### src/rtl/restador_serial.sv
// Bit-serial N-bit unsigned subtractor: one full-subtractor slice, LSB first,
// with a registered borrow, a start handshake and a one-cycle completion pulse.
module restador_serial #(
  parameter int N = 8
) (
  input  logic         CLK,
  input  logic         RST_N,
  input  logic         INICIO,
  input  logic [N-1:0] A,
  input  logic [N-1:0] B,
  output logic [N-1:0] R,
  output logic         AN,
  output logic         OCUPADO,
  output logic         LISTO
);

  localparam int CW = (N > 1) ? $clog2(N) : 1;

  typedef enum logic [1:0] {
    IDLE  = 2'd0,
    RESTA = 2'd1,
    FIN   = 2'd2
  } state_t;

  state_t         state;
  state_t         state_next;
  logic [N-1:0]   sa;
  logic [N-1:0]   sb;
  logic [N-1:0]   sr;
  logic           bw;
  logic [CW-1:0]  cnt;
  logic           bit_a;
  logic           bit_b;
  logic           d;
  logic           bw_next;
  logic           last_bit;
  logic           accept;
  logic [N-1:0]   sr_shift;

  // Full-subtractor slice; the new difference bit enters the result from the MSB side.
  always_comb begin
    bit_a    = sa[0];
    bit_b    = sb[0];
    d        = bit_a ^ bit_b ^ bw;
    bw_next  = (~bit_a & bit_b) | (~(bit_a ^ bit_b) & bw);
    sr_shift = (sr >> 1) | (N'(d) << (N - 1));
    last_bit = (cnt == CW'(N - 1));
  end

  // Next-state logic; FIN accepts a new start exactly like IDLE.
  always_comb begin
    state_next = state;
    accept     = 1'b0;
    case (state)
      IDLE: begin
        if (INICIO) begin
          accept     = 1'b1;
          state_next = RESTA;
        end else begin
          state_next = IDLE;
        end
      end
      RESTA: begin
        if (last_bit) begin
          state_next = FIN;
        end else begin
          state_next = RESTA;
        end
      end
      FIN: begin
        if (INICIO) begin
          accept     = 1'b1;
          state_next = RESTA;
        end else begin
          state_next = IDLE;
        end
      end
      default: begin
        state_next = IDLE;
      end
    endcase
  end

  // State register and registered status flags.
  always_ff @(posedge CLK) begin
    if (!RST_N) begin
      state   <= IDLE;
      OCUPADO <= 1'b0;
      LISTO   <= 1'b0;
    end else begin
      state   <= state_next;
      OCUPADO <= (state_next == RESTA);
      LISTO   <= (state_next == FIN);
    end
  end

  // Operand/result shift registers; R and AN only change on the terminal bit.
  always_ff @(posedge CLK) begin
    if (!RST_N) begin
      sa  <= '0;
      sb  <= '0;
      sr  <= '0;
      bw  <= 1'b0;
      cnt <= '0;
      R   <= '0;
      AN  <= 1'b0;
    end else if (accept) begin
      sa  <= A;
      sb  <= B;
      sr  <= '0;
      bw  <= 1'b0;
      cnt <= '0;
    end else if (state == RESTA) begin
      sa  <= sa >> 1;
      sb  <= sb >> 1;
      sr  <= sr_shift;
      bw  <= bw_next;
      cnt <= cnt + CW'(1);
      if (last_bit) begin
        R  <= sr_shift;
        AN <= bw_next;
      end
    end
  end

endmodule

### config.mk
export PLATFORM = sky130hd
export DESIGN_NAME = restador_serial
export DESIGN_NICKNAME = d
export VERILOG_FILES = /design/src/rtl/restador_serial.sv
export SDC_FILE = /design/constraint.sdc
export NUM_CORES = 1
export LEC_CHECK = 0
export CORE_ASPECT_RATIO = 1.1
export CORE_UTILIZATION = 41
export CTS_CLUSTER_SIZE = 8
export DETAILED_ROUTE_END_ITERATION = 10
export PLACE_DENSITY = 0.73
export REMOVE_ABC_BUFFERS = 1
export SLEW_MARGIN = 20
export SYNTH_ARGS = -nofsm -noshare
export SYNTH_HDL_FRONTEND = slang
export SYNTH_SLANG_ARGS = --single-unit
export TNS_END_PERCENT = 1
### constraint.sdc
create_clock -name CLK -period 1.3 [get_ports CLK]
set_clock_uncertainty 0.1 [all_clocks]
set_input_delay 0.13 -clock CLK [delete_from_list [all_inputs] [get_ports CLK]]
set_output_delay 0.13 -clock CLK [all_outputs]
set_load 0.03 [all_outputs]
Word level (Yosys, flattened, before mapping)

Cells that the tools add are included.

Add/subtract/negate cells: 1
Multipliers: 0
$lt $le $gt $ge: 0
Bitwise operators: 10
Multiplexer cells: 9
Div/mod/pow operators: 0
Reduce and logical (&&, ||, !) cells: 5
Equality and inequality tests: 5
Shift-type cells: 0

Operators with widths:

| operator            | count |
|---|---|
| $mux 8              | 4 |
| $or 7x8->8          | 1 |
| $eq 2x1->1 const B  | 2 |
| $eq 2x2->1 const B  | 2 |
| $not 1->1           | 4 |
| $pmux 2 s2          | 1 |
| $reduce_or 2->1     | 2 |
| $add 3x1->3 const B | 1 |
| $eq 3x3->1 const B  | 1 |
| $mux 1              | 3 |
| $reduce_and 3->1    | 1 |
| $and 1x1->1         | 2 |
| $logic_not 2->1     | 1 |
| $mux 2              | 1 |
| $reduce_bool 2->1   | 1 |
| $xor 1x1->1         | 2 |
| $or 1x1->1          | 1 |

Latch bits: 0
Logic and storage cells: 40
Memories kept: 0
Register bits after elaboration: 41
Memory bits (writable): 0
Bits in read-only memories: 0

Depth between registers and ports, before layout

Gate-level depths: netlist (run 1).

Depth after elaboration: 5
Mapped depth: 5
Mapped depth without buffers: 5

Least setup slack after synthesis (run 1)

OpenSTA, ideal clock, no wires.

Kind: register to register
From: register cnt[0]
To: register OCUPADO
Library setup time: 0.128 ns
Cell stages (with the launch flop): 6
Data arrival time: 1.134 ns
Path slack: -0.061 ns
Required time: 1.072 ns
Path buffers: 1
Path through: dfxtp_1 -> ha_1 -> ha_1 -> buf_1 -> o21a_1 -> nor2_1

Cells in the longest elaborated chain, start to end: 4

Ends and longest elaborated chain:

| item                   | RTL line | text |
|---|---|---|
| from (decl)            | 31       | `logic [CW-1:0] cnt;` |
| from (signal assigned) | 118      | `cnt <= cnt + CW'(1);` |
| $eq 3x3->1             | 47       | `last_bit = (cnt == CW'(N - 1));` |
| $mux 2                 | 64       | `if (last_bit) begin` |
| $pmux 2 s2             | 54       | `case (state)` |
| $eq 2x1->1             | 92       | `OCUPADO <= (state_next == RESTA);` |
| to (signal assigned)   | 92       |  |
| to (decl)              | 13       | `output logic OCUPADO,` |

No other way between the ends.
A chain may end at the register's enable or synchronous reset.

Final worst setup path (run 1)

From: register sa[0]
To: register R[7]

Cells in the longest elaborated chain, start to end: 3

Ends and longest elaborated chain:

| item                      | RTL line | text |
|---|---|---|
| from (decl)               | 27       | `logic [N-1:0] sa;` |
| from (signal assigned)    | 114      | `sa <= sa >> 1;` |
| $xor 1x1->1 (2 in series) | 44       | `d = bit_a ^ bit_b ^ bw;` |
| via d                     | 34       | `logic d;` |
| $or 7x8->8                | 46       | `sr_shift = (sr >> 1) \| (N'(d) << (N - 1));` |
| to (signal assigned)      | 120      | `R <= sr_shift;` |
| to (decl)                 | 11       | `output logic [N-1:0] R,` |

The timed path passes the listed nets, and every way through them passes these cells.

==> results of run 1 <==
## worst min path at each step
stage,start,end,depth (start not counted),slack [ns]
2_1_floorplan,A[7],sa[7],2,0.16
3_3_place_gp,sb[7],sb[7],2,0.34
3_5_place_dp,sr[1],sr[1],2,0.35
4_1_cts,A[7],sa[7],3,0.28
5_1_grt,A[7],sa[7],3,0.31
6_report,A[7],sa[7],3,0.29
## where the power goes
| part | total, W | switching [W] | internal, W | leakage (nW) |
|---|---|---|---|---|
| Combinational | 0.000376 | 0.000183 | 0.000193 | 0.439 |
| Sequential | 0.00132 | 0.0000319 | 0.00128 | 0.328 |
| Clock | 0.000842 | 0.000409 | 0.000433 | 0.0455 |
| Total | 0.00253 | 0.000624 | 0.00191 | 0.813 |
## synth_stat cells (2+ instances only)
| master | instances | area (µm²) |
|---|---|---|
| nand2_1 | 40 | 150 |
| nor3_1 | 14 | 70.1 |
| buf_4 | 5 | 37.5 |
| ha_1 | 2 | 25.0 |
| nand2b_1 | 2 | 12.5 |
| nor2_1 | 6 | 22.5 |
| a31oi_1 | 5 | 31.3 |
| o22ai_1 | 7 | 43.8 |
| a21oi_1 | 22 | 110 |
| o21ai_0 | 4 | 20.0 |
| a22oi_1 | 2 | 15.0 |
| dfxtp_1 | 40 | 801 |
| inv_1 | 3 | 11.3 |
| nand3_1 | 10 | 50.1 |
| clkbuf_1 | 2 | 7.51 |
| buf_2 | 5 | 25.0 |
## timing repair
item                       4_1_cts  5_1_grt
buffers inserted                 0        1
resized for setup               19       15
pin swaps                        1        6
setup endpoints to repair       23       16
## worst max-delay path: cells and delay by family, from the launching register on
kind	cells	cell delay [ns]
adder cells (fa/ha/maj)	1	0.59
flip-flops	1	0.33
AO/OA/AOI/OAI	1	0.11
AND/OR/NAND/NOR	1	0.08
## state kept, by name (all words and copies together) (netlist names)
signal and cells:
sr 7, OCUPADO 1, sa 8, bw 1, state 2, LISTO 1, R 8, sb 8
cnt 3, AN 1
## cell type report
class	instances	area, µm²	area share (%)
flip-flops and latches	40	807	37.3
clock buffers	8	90.1	4.17
inverters	3	11.3	0.521
well taps	50	62.6	2.89
repair buffers	50	477	22.0
multi-input cells	123	714	33.0
## kinds of logic after synthesis
group,share of synthesized area [%]
DFF,51.9
adders and majority gates,2.92
AOI/OAI and AO/OA,17.1
and+or+nand+nor,21.2
xor gates and xnor gates,0.568
buffers and inverters,6.25
## through the flow
stage	cells	setup TNS, ns	hold slack (ns)
after global routing	274	-0.120	0.313
after detailed placement	265	-1.57	0.346
after floorplan	166	-5.79	0.163
after CTS	273	-0.00622	0.284
after global placement	265	-0.813	0.342
final	274	0	0.287
## metal layers
metal / global-route usage (%) / vias up / routed length (µm)
met5: 0 / - / 0
met4: 7.39 / 0 / 59
met3: 5.87 / 6 / 97
met2: 28.3 / 20 / 1560
met1: 24.4 / 633 / 1610
li1: - / 706 / -
==> results.sh, run 1 <==
export IMPL_p_leak_nw=0.813
export IMPL_netlist_area_um2=1540
export IMPL_cp_data_required_time_ns=1.43
export IMPL_maxSlewHeadroom_pct=80.0
export IMPL_dpl_instance_area_um2=2000
export IMPL_fin_ws_ns=0.0152
export IMPL_synth_cell_type_count=27
export IMPL_max_clock_path_buffers=2
export IMPL_gr_total_overflow=0
export IMPL_critPathCaptureType="flop"
export IMPL_cp_start_kind="flop"
export IMPL_io_buffers=29
export IMPL_grt_antenna_before_repair=0
export IMPL_cts_buffers=5
export IMPL_crit_start="sa[0]"
export IMPL_drt_iter0_drc=68
export IMPL_finalMaxSlewViolations=0
export IMPL_antennaDiodeCount=0
export IMPL_core_area_um2=3630
export IMPL_totalPowerFinal_w=0.00253
export IMPL_yosysSeqAreaShare_pct=51.9
export IMPL_ant_nets=0
export IMPL_rsz0062_at_grt="yes"
export IMPL_nets=245
export IMPL_first_global_vias=1196
export IMPL_drv_cap=0
export IMPL_vias=1365
export IMPL_fp_row_count=23
export IMPL_die_x_um=60.5
export IMPL_cp_max_fo=2
export IMPL_yosys_warnings=0
export IMPL_clkTransAtPathRegs_ns=0.07
export IMPL_worstPathArrival_ns=1.41
export IMPL_reg2reg_depth=3
export IMPL_post_route_min_period_ns=1.28
export IMPL_n_fill_cell=327
export IMPL_r2r_slack_ns=0.02
export IMPL_r2r_end="R[7]"
export IMPL_crit_reg2reg_launch="sa[0]"
export IMPL_grt_max_degree=18
export IMPL_start_util_pct=42.5
export IMPL_area_growth_pct=40.3
export IMPL_status="finished clean"
export IMPL_grt_util_all_layers_pct=18.7
export IMPL_avgSynthCellArea_um2=8.56
export IMPL_dpl_hpwl_um=2360
export IMPL_synth_edf_count=0
export IMPL_gp_congestion=0.779
export IMPL_cts_sinks=40
export IMPL_worstHoldPathType="input pin to flop"
export IMPL_fin_util_pct=59.6
export IMPL_grt_pass1_wl_um=5440
export IMPL_drc_errors=0
export IMPL_syn_instance_count=180
export IMPL_power_density_nw_per_um2=1170
export IMPL_insertion_delay_ns=0.29
export IMPL_layout_commonest_cell="nand2_1"
export IMPL_cts_root_buf="clkbuf_8"
export IMPL_worst_ir_drop_vdd_mv=0.701
export IMPL_drive_above_1_share_pct=21.0
export IMPL_post_place_ws_ns=-0.102
export IMPL_hold_buffers=0
export IMPL_synthArstFlopShare_pct=0
export IMPL_fin_crit_sh_pct=98.8
export IMPL_critPathSlowestCell="fa_1"
export IMPL_layout_common_cells="40 x nand2_1, 35 x dfxtp_1, 18 x clkdlybuf4s50_1, 17 x buf_4, 16 x a21oi_1"
export IMPL_setup_violations=0
export IMPL_fp_dieArea_um2=4010
export IMPL_endpoint="R[7]"
export IMPL_fmaxAchievable_mhz=778
export IMPL_die_h_um=66.3
export IMPL_drt_total_wl_um=3330
export IMPL_ys_flop_type="dfxtp_1"
export IMPL_ioPinCount=30
export IMPL_viasPerCell=4.98
export IMPL_first_pass_iters=4
export IMPL_hold_viol=0
export IMPL_htree_levels=2
export IMPL_critical_path_class="flop to flop"
export IMPL_routedWlPerCell_um=12.2
export IMPL_cpPeakStageDelay_ns=0.59
export IMPL_cp_cell_sequence="fa_1, nand3_2, a21oi_2"
export IMPL_finalInstanceArea_um2=2160
export IMPL_worst_slew_pin_slew_ns=0.301
export IMPL_cts_tree="built"
export IMPL_ys_ff_latch=40
No activity file was read; power rests on OpenSTA's default activity.
==> run 2, diff against run 1 <==
CTS_CLUSTER_DIAMETER = 40   (was unset)
HOLD_SLACK_MARGIN = 0.03   (was unset)
==> results of run 2 <==
Final layout, timing and power as in run 1 (identical DEF).
